[src/rtl/pipeline_decode_ctrl_if.sv]
// Decode-stage bus between the IF/ID register, the decode controller and the ID/EX controls.
// Handshake: instr is consumed at a rising edge only when stall_out=0 and stall_in=0; otherwise the source holds it.
interface pipeline_decode_ctrl_if #(
  parameter int INSTR_W = 16
);
  logic               instr_valid;
  logic [INSTR_W-1:0] instr;
  logic               stall_in;
  logic               zero;
  logic [3:0]         alu_cmd;
  logic               rf_write_back_en;
  logic               write_back_result_mux;
  logic               mem_write_en;
  logic               rf_write_dest_mux;
  logic               add_2_mux;
  logic               data_2_mux;
  logic               mem_write_mux;
  logic               branch_en;
  logic               jump;
  logic               stall_out;
  logic               illegal;

  modport master (
    output instr_valid, instr, stall_in, zero,
    input  alu_cmd, rf_write_back_en, write_back_result_mux, mem_write_en,
           rf_write_dest_mux, add_2_mux, data_2_mux, mem_write_mux,
           branch_en, jump, stall_out, illegal
  );

  modport slave (
    input  instr_valid, instr, stall_in, zero,
    output alu_cmd, rf_write_back_en, write_back_result_mux, mem_write_en,
           rf_write_dest_mux, add_2_mux, data_2_mux, mem_write_mux,
           branch_en, jump, stall_out, illegal
  );
endinterface

[src/rtl/pipeline_decode_ctrl.sv]
// Registered decode controller: opcode decode, load-use bubble, branch/jump squash.
// Optional MUL_STALL_EN macro adds a multi-cycle multiply sequence (MUL_WAIT state).
module pipeline_decode_ctrl #(
  parameter int INSTR_W    = 16,
  parameter int OP_W       = 4,
  parameter int REG_W      = 4,
  parameter int MUL_CYCLES = 4
) (
  input  logic                  clk,
  input  logic                  rst,
  pipeline_decode_ctrl_if.slave bus,
  output logic [1:0]            state_o
);

  if (INSTR_W < OP_W + 3 * REG_W || MUL_CYCLES < 2) begin : g_bad_params
    $error("pipeline_decode_ctrl: illegal parameter combination");
  end

  typedef struct packed {
    logic [3:0] alu_cmd;
    logic       rf_write_back_en;
    logic       write_back_result_mux;
    logic       mem_write_en;
    logic       rf_write_dest_mux;
    logic       add_2_mux;
    logic       data_2_mux;
    logic       mem_write_mux;
    logic       branch_en;
    logic       jump;
    logic       illegal;
  } ctrl_t;

  typedef enum logic [1:0] {
    RUN    = 2'd0,
    SQUASH = 2'd1
`ifdef MUL_STALL_EN
    , MUL_WAIT = 2'd2
`endif
  } state_e;

  localparam int OP_LSB = INSTR_W - OP_W;

  state_e             state_q, state_d;
  ctrl_t              ctrl_q, ctrl_d, dec;
  logic               prev_ld_q, prev_ld_d;
  logic [REG_W-1:0]   prev_rd_q, prev_rd_d;
  logic               stall_out;
  logic [OP_W-1:0]    op;
  logic [31:0]        opn;
  logic [REG_W-1:0]   rd, rs1, rs2, src2;
  logic               use1, use2, hazard;
`ifdef MUL_STALL_EN
  localparam int CNT_W = $clog2(MUL_CYCLES);
  logic [CNT_W-1:0]   cnt_q, cnt_d;
`endif

  function automatic ctrl_t decode(input logic [31:0] o, input logic z);
    ctrl_t c;
    c = '0;
    case (o)
      32'd0: ;
      32'd1, 32'd2, 32'd3, 32'd4, 32'd5, 32'd6, 32'd7, 32'd8, 32'd9: begin
        c.alu_cmd           = o[3:0];
        c.rf_write_back_en  = 1'b1;
        c.rf_write_dest_mux = 1'b1;
      end
      32'd10, 32'd11: begin
        c.alu_cmd               = 4'd1;
        c.rf_write_back_en      = 1'b1;
        c.data_2_mux            = 1'b1;
        c.rf_write_dest_mux     = 1'b1;
        c.write_back_result_mux = (o == 32'd11);
      end
      32'd12: begin
        c.alu_cmd       = 4'd1;
        c.data_2_mux    = 1'b1;
        c.add_2_mux     = 1'b1;
        c.mem_write_mux = 1'b1;
        c.mem_write_en  = 1'b1;
      end
      32'd13: c.branch_en = z;
      32'd14: c.jump      = 1'b1;
      default: c.illegal  = 1'b1;
    endcase
    return c;
  endfunction

  assign op   = bus.instr[INSTR_W-1 -: OP_W];
  assign opn  = 32'(op);
  assign rd   = bus.instr[OP_LSB-1 -: REG_W];
  assign rs1  = bus.instr[OP_LSB-1-REG_W -: REG_W];
  assign rs2  = bus.instr[OP_LSB-1-2*REG_W -: REG_W];
  // A store reads rd as its data source, so it takes the second-source slot.
  assign src2 = (opn == 32'd12) ? rd : rs2;
  assign use1 = (opn >= 32'd1) && (opn <= 32'd12);
  assign use2 = ((opn >= 32'd1) && (opn <= 32'd9)) || (opn == 32'd12);
  assign hazard = bus.instr_valid && prev_ld_q &&
                  ((use1 && (rs1 == prev_rd_q)) || (use2 && (src2 == prev_rd_q)));
  assign dec  = decode(bus.instr_valid ? opn : 32'd0, bus.zero);

  always_comb begin
    state_d   = state_q;
    ctrl_d    = ctrl_q;
    prev_ld_d = prev_ld_q;
    prev_rd_d = prev_rd_q;
    stall_out = 1'b0;
`ifdef MUL_STALL_EN
    cnt_d     = cnt_q;
`endif
    if (!bus.stall_in) begin
      case (state_q)
        RUN: begin
          if (hazard) begin
            stall_out = 1'b1;
            ctrl_d    = '0;
            prev_ld_d = 1'b0;
          end else begin
            ctrl_d    = dec;
            prev_ld_d = bus.instr_valid && (opn == 32'd11);
            prev_rd_d = rd;
            if (bus.instr_valid && ((opn == 32'd14) || ((opn == 32'd13) && bus.zero)))
              state_d = SQUASH;
`ifdef MUL_STALL_EN
            if (bus.instr_valid && (opn == 32'd9)) begin
              ctrl_d.rf_write_back_en  = 1'b0;
              ctrl_d.rf_write_dest_mux = 1'b0;
              state_d                  = MUL_WAIT;
              cnt_d                    = CNT_W'(1);
            end
`endif
          end
        end
        SQUASH: begin
          ctrl_d  = '0;
          state_d = RUN;
        end
`ifdef MUL_STALL_EN
        MUL_WAIT: begin
          // Back in RUN for the final multiply cycle so the held instruction issues right after it.
          stall_out      = 1'b1;
          ctrl_d         = '0;
          ctrl_d.alu_cmd = 4'd9;
          if (cnt_q == CNT_W'(MUL_CYCLES - 1)) begin
            ctrl_d.rf_write_back_en  = 1'b1;
            ctrl_d.rf_write_dest_mux = 1'b1;
            state_d                  = RUN;
            cnt_d                    = '0;
          end else begin
            cnt_d = cnt_q + CNT_W'(1);
          end
        end
`endif
        default: begin
          ctrl_d  = '0;
          state_d = RUN;
        end
      endcase
    end
  end

  always_ff @(posedge clk or posedge rst) begin
    if (rst) begin
      state_q   <= RUN;
      ctrl_q    <= '0;
      prev_ld_q <= 1'b0;
      prev_rd_q <= '0;
`ifdef MUL_STALL_EN
      cnt_q     <= '0;
`endif
    end else begin
      state_q   <= state_d;
      ctrl_q    <= ctrl_d;
      prev_ld_q <= prev_ld_d;
      prev_rd_q <= prev_rd_d;
`ifdef MUL_STALL_EN
      cnt_q     <= cnt_d;
`endif
    end
  end

  assign state_o                   = state_q;
  assign bus.stall_out             = stall_out;
  assign bus.alu_cmd               = ctrl_q.alu_cmd;
  assign bus.rf_write_back_en      = ctrl_q.rf_write_back_en;
  assign bus.write_back_result_mux = ctrl_q.write_back_result_mux;
  assign bus.mem_write_en          = ctrl_q.mem_write_en;
  assign bus.rf_write_dest_mux     = ctrl_q.rf_write_dest_mux;
  assign bus.add_2_mux             = ctrl_q.add_2_mux;
  assign bus.data_2_mux            = ctrl_q.data_2_mux;
  assign bus.mem_write_mux         = ctrl_q.mem_write_mux;
  assign bus.branch_en             = ctrl_q.branch_en;
  assign bus.jump                  = ctrl_q.jump;
  assign bus.illegal               = ctrl_q.illegal;

endmodule

[src/flat_wrapper.sv]
// flat-port wrapper written by rule: the top's interface ports become plain ports
module pipeline_decode_ctrl_flat 
#(
  parameter int INSTR_W    = 16,
  parameter int OP_W       = 4,
  parameter int REG_W      = 4,
  parameter int MUL_CYCLES = 4
)
  (clk, rst, state_o, bus_instr_valid, bus_instr, bus_stall_in, bus_zero, bus_alu_cmd, bus_rf_write_back_en, bus_write_back_result_mux, bus_mem_write_en, bus_rf_write_dest_mux, bus_add_2_mux, bus_data_2_mux, bus_mem_write_mux, bus_branch_en, bus_jump, bus_stall_out, bus_illegal);
  pipeline_decode_ctrl_if #(.INSTR_W(INSTR_W)) bus_i ();
  input  logic clk;
  input  logic rst;
  output logic [1:0] state_o;
  input wire logic [$bits(bus_i.instr_valid)-1:0] bus_instr_valid;
  input wire logic [$bits(bus_i.instr)-1:0] bus_instr;
  input wire logic [$bits(bus_i.stall_in)-1:0] bus_stall_in;
  input wire logic [$bits(bus_i.zero)-1:0] bus_zero;
  output wire logic [$bits(bus_i.alu_cmd)-1:0] bus_alu_cmd;
  output wire logic [$bits(bus_i.rf_write_back_en)-1:0] bus_rf_write_back_en;
  output wire logic [$bits(bus_i.write_back_result_mux)-1:0] bus_write_back_result_mux;
  output wire logic [$bits(bus_i.mem_write_en)-1:0] bus_mem_write_en;
  output wire logic [$bits(bus_i.rf_write_dest_mux)-1:0] bus_rf_write_dest_mux;
  output wire logic [$bits(bus_i.add_2_mux)-1:0] bus_add_2_mux;
  output wire logic [$bits(bus_i.data_2_mux)-1:0] bus_data_2_mux;
  output wire logic [$bits(bus_i.mem_write_mux)-1:0] bus_mem_write_mux;
  output wire logic [$bits(bus_i.branch_en)-1:0] bus_branch_en;
  output wire logic [$bits(bus_i.jump)-1:0] bus_jump;
  output wire logic [$bits(bus_i.stall_out)-1:0] bus_stall_out;
  output wire logic [$bits(bus_i.illegal)-1:0] bus_illegal;
  assign bus_i.instr_valid = bus_instr_valid;
  assign bus_i.instr = bus_instr;
  assign bus_i.stall_in = bus_stall_in;
  assign bus_i.zero = bus_zero;
  assign bus_alu_cmd = bus_i.alu_cmd;
  assign bus_rf_write_back_en = bus_i.rf_write_back_en;
  assign bus_write_back_result_mux = bus_i.write_back_result_mux;
  assign bus_mem_write_en = bus_i.mem_write_en;
  assign bus_rf_write_dest_mux = bus_i.rf_write_dest_mux;
  assign bus_add_2_mux = bus_i.add_2_mux;
  assign bus_data_2_mux = bus_i.data_2_mux;
  assign bus_mem_write_mux = bus_i.mem_write_mux;
  assign bus_branch_en = bus_i.branch_en;
  assign bus_jump = bus_i.jump;
  assign bus_stall_out = bus_i.stall_out;
  assign bus_illegal = bus_i.illegal;
  pipeline_decode_ctrl #(.INSTR_W(INSTR_W), .OP_W(OP_W), .REG_W(REG_W), .MUL_CYCLES(MUL_CYCLES)) u_core (.clk(clk), .rst(rst), .bus(bus_i), .state_o(state_o));
endmodule
[config.mk]
export PLATFORM = sky130hd
export DESIGN_NAME = pipeline_decode_ctrl_flat
export DESIGN_NICKNAME = d
export VERILOG_FILES = /design/src/rtl/pipeline_decode_ctrl_if.sv /design/src/rtl/pipeline_decode_ctrl.sv /design/src/flat_wrapper.sv
export SDC_FILE = /design/constraint.sdc
export NUM_CORES = 1
export LEC_CHECK = 0
export ABC_AREA = 1
export CAP_MARGIN = 20
export CORE_ASPECT_RATIO = 0.5
export CORE_MARGIN = 2
export CORE_UTILIZATION = 41
export DETAILED_ROUTE_END_ITERATION = 6
export GPL_ROUTABILITY_DRIVEN = 0
export HOLD_SLACK_MARGIN = 0.03
export PLACE_DENSITY = 0.76
export SETUP_SLACK_MARGIN = 0.1
export SYNTH_ARGS = -nofsm -noshare
export SYNTH_HDL_FRONTEND = slang
export SYNTH_SLANG_ARGS = --single-unit
export TNS_END_PERCENT = 20
[constraint.sdc]
create_clock -name clk -period 1.61 [get_ports clk]
set_input_delay 0.322 -clock clk [delete_from_list [all_inputs] [get_ports clk]]
set_output_delay 0.322 -clock clk [all_outputs]
set_load 0.005 [all_outputs]
# --- Word level (Yosys, flattened, before mapping) ---
# Cells that the tools add are included.
word_totals:
  regBits: 21
  input_bits: 21
  out_inout_bits: 17
  wordCells: 82
op_classes:
  magnitude_cmp: 3
  n_eq_ne: 22
  muxes: 19
  n_bitwise: 2
  reduce_logical: 22
ops:
  columns: ["operator", "n"]
  rows:
  - ["== test 32 x 4 -> 1 bit (second input constant)", 7]
  - ["== test 32 x 3 -> 1 bit (second input constant)", 4]
  - ["== test 32 x 2 -> 1 bit (second input constant)", 2]
  - ["== test 32 x 1 -> 1 bit (second input constant)", 1]
  - ["zero test 32 bit", 1]
  - ["2-to-1 mux 14 bit", 2]
  - ["== test 4 bit (second input constant)", 4]
  - ["OR reduction 15 bit", 1]
  - ["2-to-1 mux 1 bit", 11]
  - ["OR reduction 11 bit", 1]
  - ["logical AND 1 bit", 9]
  - ["OR reduction 9 bit", 1]
  - ["== test 4 bit", 2]
  - ["less-or-equal comparator 4 bit (second input constant)", 2]
  - ["2-to-1 mux 4 bit", 2]
  - ["case mux 4 bit (2 select lines)", 1]
  - ["2-to-1 mux 2 bit", 3]
  - ["AND reduction 3 bit", 2]
  - [">= comparator 4 x 1 -> 1 bit (second input constant)", 1]
  - ["logical OR 1 bit", 3]
  - ["OR reduction 3 bit", 1]
  - ["zero test 2 bit", 1]
  - ["!= test 2 x 1 -> 1 bit (second input constant)", 1]
  - ["!= test 2 bit (second input constant)", 1]
  - ["3 further kinds", 4]

# --- Longest topological paths before layout ---
# Gate-level depths: netlist (run 1).
depth:
  depth_word: 9
  ltp_mapped: 14
  ltp_nobuf: 14

# --- Least setup slack after synthesis (run 1) ---
# OpenSTA, ideal clock, no wires.
synth_timing:
  path_kind: "in2out"
  startpoint: "in bus_instr[13]"
  endpoint: "out bus_stall_out"
  arrival_ns: 1.306
  required_ns: 1.288
  slack_ns: -0.018
  path_stages: 12
  path_buffers: 1
  cell_sequence: "nor2_4 > nand2_4 > nand2_2 > nand2_1 > nand2_1 > nand2_1 > nor2_2 > nand3_1 > nand2_1 > nand2_2 > buf_6 > nor2_1"
synth_via:
  elab_chain_cells: 9
  elab_cells_between_ends: 16
  cone_classes: "order compare (3); eq/ne (2); mux (4); reduce/logical (7)"
synth_lines:
  columns: ["element", "line", "source"]
  rows:
  - ["start: declaration", "flat_wrapper.sv:15", "input wire logic [$bits(bus_i.instr)-1:0] bus_instr;"]
  - [">= comparator 4 x 1 -> 1 bit (tied with other cells)", "pipeline_decode_ctrl.sv:95, pipeline_decode_ctrl.sv:96", null]
  - ["logical AND 1 bit or 2-to-1 mux 4 bit (tied branches)", "pipeline_decode_ctrl.sv:96, pipeline_decode_ctrl.sv:94", null]
  - ["logical OR 1 bit or == test 4 bit (tied branches)", "pipeline_decode_ctrl.sv:96, pipeline_decode_ctrl.sv:98", null]
  - ["logical AND 1 bit", "pipeline_decode_ctrl.sv:98", "((use1 && (rs1 == prev_rd_q)) || (use2 && (src2 == prev_rd_q)));"]
  - ["logical OR 1 bit *", "pipeline_decode_ctrl.sv:98", null]
  - ["logical AND 1 bit *", "pipeline_decode_ctrl.sv:97", "assign hazard = bus.instr_valid && prev_ld_q &&"]
  - ["2-to-1 mux 1 bit *", "pipeline_decode_ctrl.sv:113", "if (hazard) begin"]
  - ["2-to-1 mux 1 bit *", "pipeline_decode_ctrl.sv:111", "case (state_q)"]
  - ["2-to-1 mux 1 bit *", "pipeline_decode_ctrl.sv:110", "if (!bus.stall_in) begin"]
  - ["end: declaration", "flat_wrapper.sv:28", "output wire logic [$bits(bus_i.stall_out)-1:0] bus_stall_out;"]
# Every way passes the cells marked *; elsewhere a longest branch is shown, timed or not.

# --- Worst setup path in the final report (run 1) ---
layout_timing:
  startpoint: "reg u_core.prev_rd_q[1]"
  endpoint: "out bus_stall_out"
layout_via:
  elab_chain_cells: 7
  elab_cells_between_ends: 9
  cone_classes: "eq/ne (2); mux (3); reduce/logical (4)"
layout_lines:
  columns: ["element", "line", "source"]
  rows:
  - ["start: declaration", "pipeline_decode_ctrl.sv:46", "logic [REG_W-1:0] prev_rd_q, prev_rd_d;"]
  - ["start signal: assignment", "pipeline_decode_ctrl.sv:174", "prev_rd_q <= prev_rd_d;"]
  - ["== test 4 bit", "pipeline_decode_ctrl.sv:98", null]
  - ["logical AND 1 bit", "pipeline_decode_ctrl.sv:98", null]
  - ["logical OR 1 bit *", "pipeline_decode_ctrl.sv:98", null]
  - ["logical AND 1 bit *", "pipeline_decode_ctrl.sv:97", null]
  - ["2-to-1 mux 1 bit *", "pipeline_decode_ctrl.sv:113", null]
  - ["2-to-1 mux 1 bit *", "pipeline_decode_ctrl.sv:111", null]
  - ["2-to-1 mux 1 bit *", "pipeline_decode_ctrl.sv:110", null]
# Marked as above.

==> metrics.cfg, run 1 <==
[status]
status = finished with violations
violations = setup timing

[sta]
holdWs_ns = 0.380
slew_violations = 0
period_minus_slack_ns = 1.81
clock-skew-final_ns = 0.00356
period_share_pct = 112
rsz0062_at_grt = yes
hold_viol = 0
max_freq_mhz = 553
finalSetupViolCount = 7
layout_setup_ws_ns = -0.199

[finish]
final_cell_mix = nand2_1, buf_4, nand3_1
num_antenna_cells = 0
finalNetCount = 261
syn_to_final_growth_pct = 64.9
design_area_um2 = 1900
post-route-util_pct = 72.3
layout_commonest_cell = nand2_1
fillCellCount = 212
drive_gt1_share_pct = 26.8

[cts]
root_buffer = clkbuf_8
cts.htree.levels = 1
clkTransAtPathRegs_ns = 0.06
clock_path_buffers = 2
cts_tree = built
clk_latency_ns = 0.25
cts_buffers = 3
clock_sinks = 17

[worst_setup_path]
r2r-start = u_core.prev_rd_q[1]
regToRegSetupSlack_ns = -0.10
critPathMaxFanout = 4
worst_ep_arrival_time_ns = 1.49
r2r_end = u_core.bus.mem_write_mux
path_class = reg2out
required_ns = 1.29
ff2ff_path_depth = 9
start_kind = flop
endpoint_kind = output port

[die]
initial_core_util_pct = 43.8
die_y_um = 41.5
die_w_um = 79.1
dieArea_um2 = 3280
pin_count = 38
rows = 13
core-area_um2 = 2640

[yosys]
synthCells = 170
synthTopCellsByArea = dfrtp_1, nand2_1, nand3_1
synthesis.area_um2 = 1150
yosysTopAreaCellShare_pct = 36.8
yosysSeqAreaShare_pct = 36.8
yosys_warnings = 0
syn_nets = 191
ys_seq_elements = 17
ys_types = 26
synth_largest_area_cell = dfrtp_1
syn_area_per_cell_um2 = 6.79

[placed_design]
pre_cts_slack_ns = -0.994
placed_area_um2 = 1750
io_buffer_count = 36
place_hpwl_um = 2510

[global_route]
grtUsageMet2_pct = 37.6
global_route.usage.met1_pct = 30.8
grt_overflow = 0
grt_max_degree = 18
met3_usage_pct = 6.30
grt_pass1_vias = 1297
antenna_found_initial = 0
busiest_layer = met2
grt_use_total_pct = 23.3
grt_pass1_wl_um = 5930

[detailed_routing]
firstDrtPassIters = 4
viasPerCell = 4.99
wl_um = 3640
first_iter_violations = 77
drt-wirelength-per-cell_um = 13.2
drc_errors = 0
antenna_left = 0
vias = 1377

[worst_hold_path]
hp-class = in2async

[run]
maxCapViolCount = 0

[power]
ir_worst_vdd_uv = 614
leakage_nw = 1.07
p_total_mw = 1.12
cellPowerDensity_nw_per_um2 = 588

[repair_timing]
action                                 CTS  global route
cloned                                   2             0
endpoints found under the hold margin    0             0
resized for setup                       48             8
pin swaps                               15             9
setup endpoints to repair               18            21
hold buffers                             0             0
setup buffers                            4             0
[layout make-up]
type                       instances  area (um2)  share of cell area, %
multi-input combinational        127         663                   34.8
clock buffer                       4        45.0                   2.37
inverter                          20        75.1                   3.94
sequential                        17         425                   22.3
tap                               37        46.3                   2.43
timing repair buffer              71         649                   34.1
[worst max path at each step]
stage	start	to	slack (ns)	cells after the start
6_report	u_core.prev_rd_q[1]	bus_stall_out	-0.20	7
2_1_floorplan	bus_instr[12]	bus_stall_out	0.005	12
4_1_cts	bus_instr[13]	bus_stall_out	-0.21	13
3_3_place_gp	bus_instr[12]	bus_stall_out	-0.94	13
3_5_place_dp	bus_instr[12]	bus_stall_out	-0.99	13
5_1_grt	bus_instr[12]	bus_stall_out	-0.26	13
[flip-flops by register name, indices dropped and copies added (netlist names)]
signal	count
u_core.prev_ld_q	1
u_core.bus.mem_write_mux	1
u_core.bus.jump	1
u_core.bus.alu_cmd	4
u_core.bus.illegal	1
u_core.bus.write_back_result_mux	1
u_core.bus.rf_write_dest_mux	1
u_core.prev_rd_q	4
u_core.state_o	1
u_core.bus.data_2_mux	1
u_core.bus.branch_en	1
[metal layers]
layer | share of wire, % | up-vias
li1 | - | 680
met1 | 43 | 623
met2 | 46 | 64
met3 | 7.9 | 10
met4 | 2.8 | 0
met5 | 0 | -
[cell families after synthesis]
family          share of synthesized area [%]
compound gates                           6.18
xor+xnor                                 3.03
buf+inv                                  10.8
flops                                    36.8
other cells                             0.325
simple gates                             42.8
[stage by stage]
step	TNS, ns	std cells
6_report	-0.689	276
5_1_grt	-1.26	276
4_1_cts	-0.578	276
3_5_place_dp	-9.35	267
3_3_place_gp	-8.12	267
2_1_floorplan	0	170
[Yosys cell counts, drive strengths merged]
master and number:
xor2 3, o21ai 6, a21oi 4, inv 20
conb 1, nand3 24, a31oi 1, nor2 13
o31ai 1, o21a 1, nor3 4, buf 6
xnor2 1, clkbuf 1, nand2 60, nand4 4
nand3b 3, dfrtp 17
[critical path: stages, from the launching register on]
cell and delay (ns):
dfrtp_1 0.43, xor2_1 0.18, nor2_1 0.14, nand4_1 0.11
nand2_1 0.12, nand2_2 0.09, nor2_4 0.07, buf_2 0.11
[report_power, final]
group          switching, mW  total [mW]  leakage (nW)  internal (mW)
combinational          0.160       0.328         0.821          0.168
clock                  0.140       0.315        0.0228          0.176
sequential            0.0240       0.476         0.226          0.452
(Power assumes the default switching activity.)
==> run 2, diff against run 1 <==
--- a/config.mk
+++ b/config.mk
@@ -7,13 +7,12 @@
 export LEC_CHECK = 0
 export ABC_AREA = 1
 export CAP_MARGIN = 20
-export CORE_ASPECT_RATIO = 0.5
 export CORE_MARGIN = 2
-export CORE_UTILIZATION = 41
+export CORE_UTILIZATION = 45
 export DETAILED_ROUTE_END_ITERATION = 6
 export GPL_ROUTABILITY_DRIVEN = 0
 export HOLD_SLACK_MARGIN = 0.03
-export PLACE_DENSITY = 0.76
+export PLACE_DENSITY = 0.79
 export SETUP_SLACK_MARGIN = 0.1
 export SYNTH_ARGS = -nofsm -noshare
 export SYNTH_HDL_FRONTEND = slang
==> constraint.sdc (replaced) <==
create_clock -name clk -period 1.9 [get_ports clk]
set_input_delay 0.38 -clock clk [delete_from_list [all_inputs] [get_ports clk]]
set_output_delay 0.38 -clock clk [all_outputs]
set_load 0.005 [all_outputs]
==> metrics.cfg, run 2 (synthesis results as in run 1) <==
[die]
rows = 18
die_y_um = 54.7
initial_core_util_pct = 47.0
pin_count = 38
dieArea_um2 = 2990
core-area_um2 = 2450
die_w_um = 54.7

[sta]
finalSetupViolCount = 1
holdWs_ns = 0.455
layout_setup_ws_ns = -0.0706
worst_slew_pin_slew_ns = 0.654
period_share_pct = 104
slew_violations = 0
period_minus_slack_ns = 1.97
hold_viol = 0
rsz0062_at_grt = yes
slew_headroom_pct = 56.4
max_freq_mhz = 507
tns_ns = -0.0706
clock-skew-final_ns = 0.00756

[worst_setup_path]
path_class = in2out
worst_ep_arrival_time_ns = 1.59
critPathMaxFanout = 5
start_kind = primary input
required_ns = 1.52
endpoint_kind = output port

[global_route]
grt_overflow = 0
grt_pass1_vias = 1284
antenna_found_initial = 0
grt_pass1_wl_um = 5260
grt_max_degree = 18
grt_use_total_pct = 24.5

[cts]
cts_buffers = 3
postCtsHoldBufs = 0
clock_sinks = 17
root_buffer = clkbuf_4
clock_path_buffers = 2
clk_latency_ns = 0.30
cts_tree = built
clkTransAtPathRegs_ns = 0.11
cts.htree.levels = 1

[detailed_routing]
vias = 1337
viasPerCell = 5.08
firstDrtPassIters = 4
antenna_left = 0
drc_errors = 0
wl_um = 3600
drt-wirelength-per-cell_um = 13.7
first_iter_violations = 36

[finish]
finalNetCount = 255
drive_gt1_share_pct = 26.6
fillCellCount = 198
layout_commonest_cell = nand2_1
num_antenna_cells = 0
post-route-util_pct = 74.7
syn_to_final_growth_pct = 58.7
final_cell_mix = nand2_1, buf_4, clkdlybuf4s50_1

[power]
ir_worst_vdd_uv = 581
cellPowerDensity_nw_per_um2 = 484
p_total_mw = 0.887
leakage_nw = 0.979

[status]
violations = setup timing
status = finished with violations

[run]
maxCapViolCount = 0

[worst_hold_path]
hp-class = in2async

[placed_design]
place_hpwl_um = 2540
io_buffer_count = 36

run 2: changes by cell type in the layout (fill, tap and decap cells not counted), moves of 5 or more:
| cell | before | now |
|---|---|---|
| buf_6 | 1 | 6 |
| nand2_2 | 4 | 10 |
| nand2_1 | 54 | 49 |
| clkdlybuf4s50_1 | 18 | 23 |
| buf_4 | 32 | 25 |
run 2: final cells by class:
cell class	instances	area, um2	area share (%)
clock buffer	3	22.5	1.23
timing repair buffer	66	594	32.4
clock inverter	1	5.00	0.273
multi-input combinational	126	671	36.6
inverter	20	77.6	4.23
sequential	17	425	23.2
tap	30	37.5	2.05
run 2: path summary, 6_finish.rpt:
check	slack [ns]	from	endpoint	cells after the start
setup reg to reg	0.31	u_core.prev_rd_q[1]	u_core.bus.write_back_result_mux	9
hold / removal	0.46	rst	u_core.bus.mem_write_mux	2
hold reg to reg	0.50	u_core.bus.alu_cmd[1]	u_core.bus.alu_cmd[1]	2
min in group clk	0.50	u_core.bus.alu_cmd[1]	u_core.bus.alu_cmd[1]	2
max in group asynchronous	1.02	rst	u_core.bus.alu_cmd[0]	2
setup / recovery	-0.07	bus_instr[13]	bus_stall_out	13
run 2: where the power goes:
group,total [mW],switching [mW],leakage [nW],internal [mW]
sequential,0.405,0.0228,0.226,0.383
combinational,0.282,0.139,0.735,0.143
clock,0.200,0.122,0.0177,0.0786
run 2: repair_timing:
item,4_1_cts,5_1_grt
gates resized for setup,33,22
endpoints found under the setup margin,14,6
pin swaps,10,15
buffers inserted,3,5
run 2: through the flow:
step / cell area [um2] / setup WS (ns) / cells
2_1_floorplan: 1150 / 0.156 / 170
3_3_place_gp: 1680 / -0.776 / 252
3_5_place_dp: 1680 / -0.802 / 252
4_1_cts: 1710 / -0.0520 / 259
5_1_grt: 1830 / -0.156 / 263
6_report: 1830 / -0.0706 / 263
run 2: per-layer routing:
metal	vias to the layer above	share of wire, %	global-route usage, %
li1	664	-	-
met1	613	41	27.1
met2	50	52	45.6
met3	10	5.7	4.64
met4	0	1.9	8.75
met5	-	0	0
run 2: worst max-delay path: stages:
cell and delay [ns]:
buf_6 0.10, nor2_4 0.21, nand2_4 0.10, buf_12 0.13
nand2_1 0.10, nand3_2 0.10, nand2_2 0.08, nor2_2 0.04
nand3_1 0.05, nand2_1 0.06, nand2_2 0.07, nor2_2 0.03
buf_2 0.12
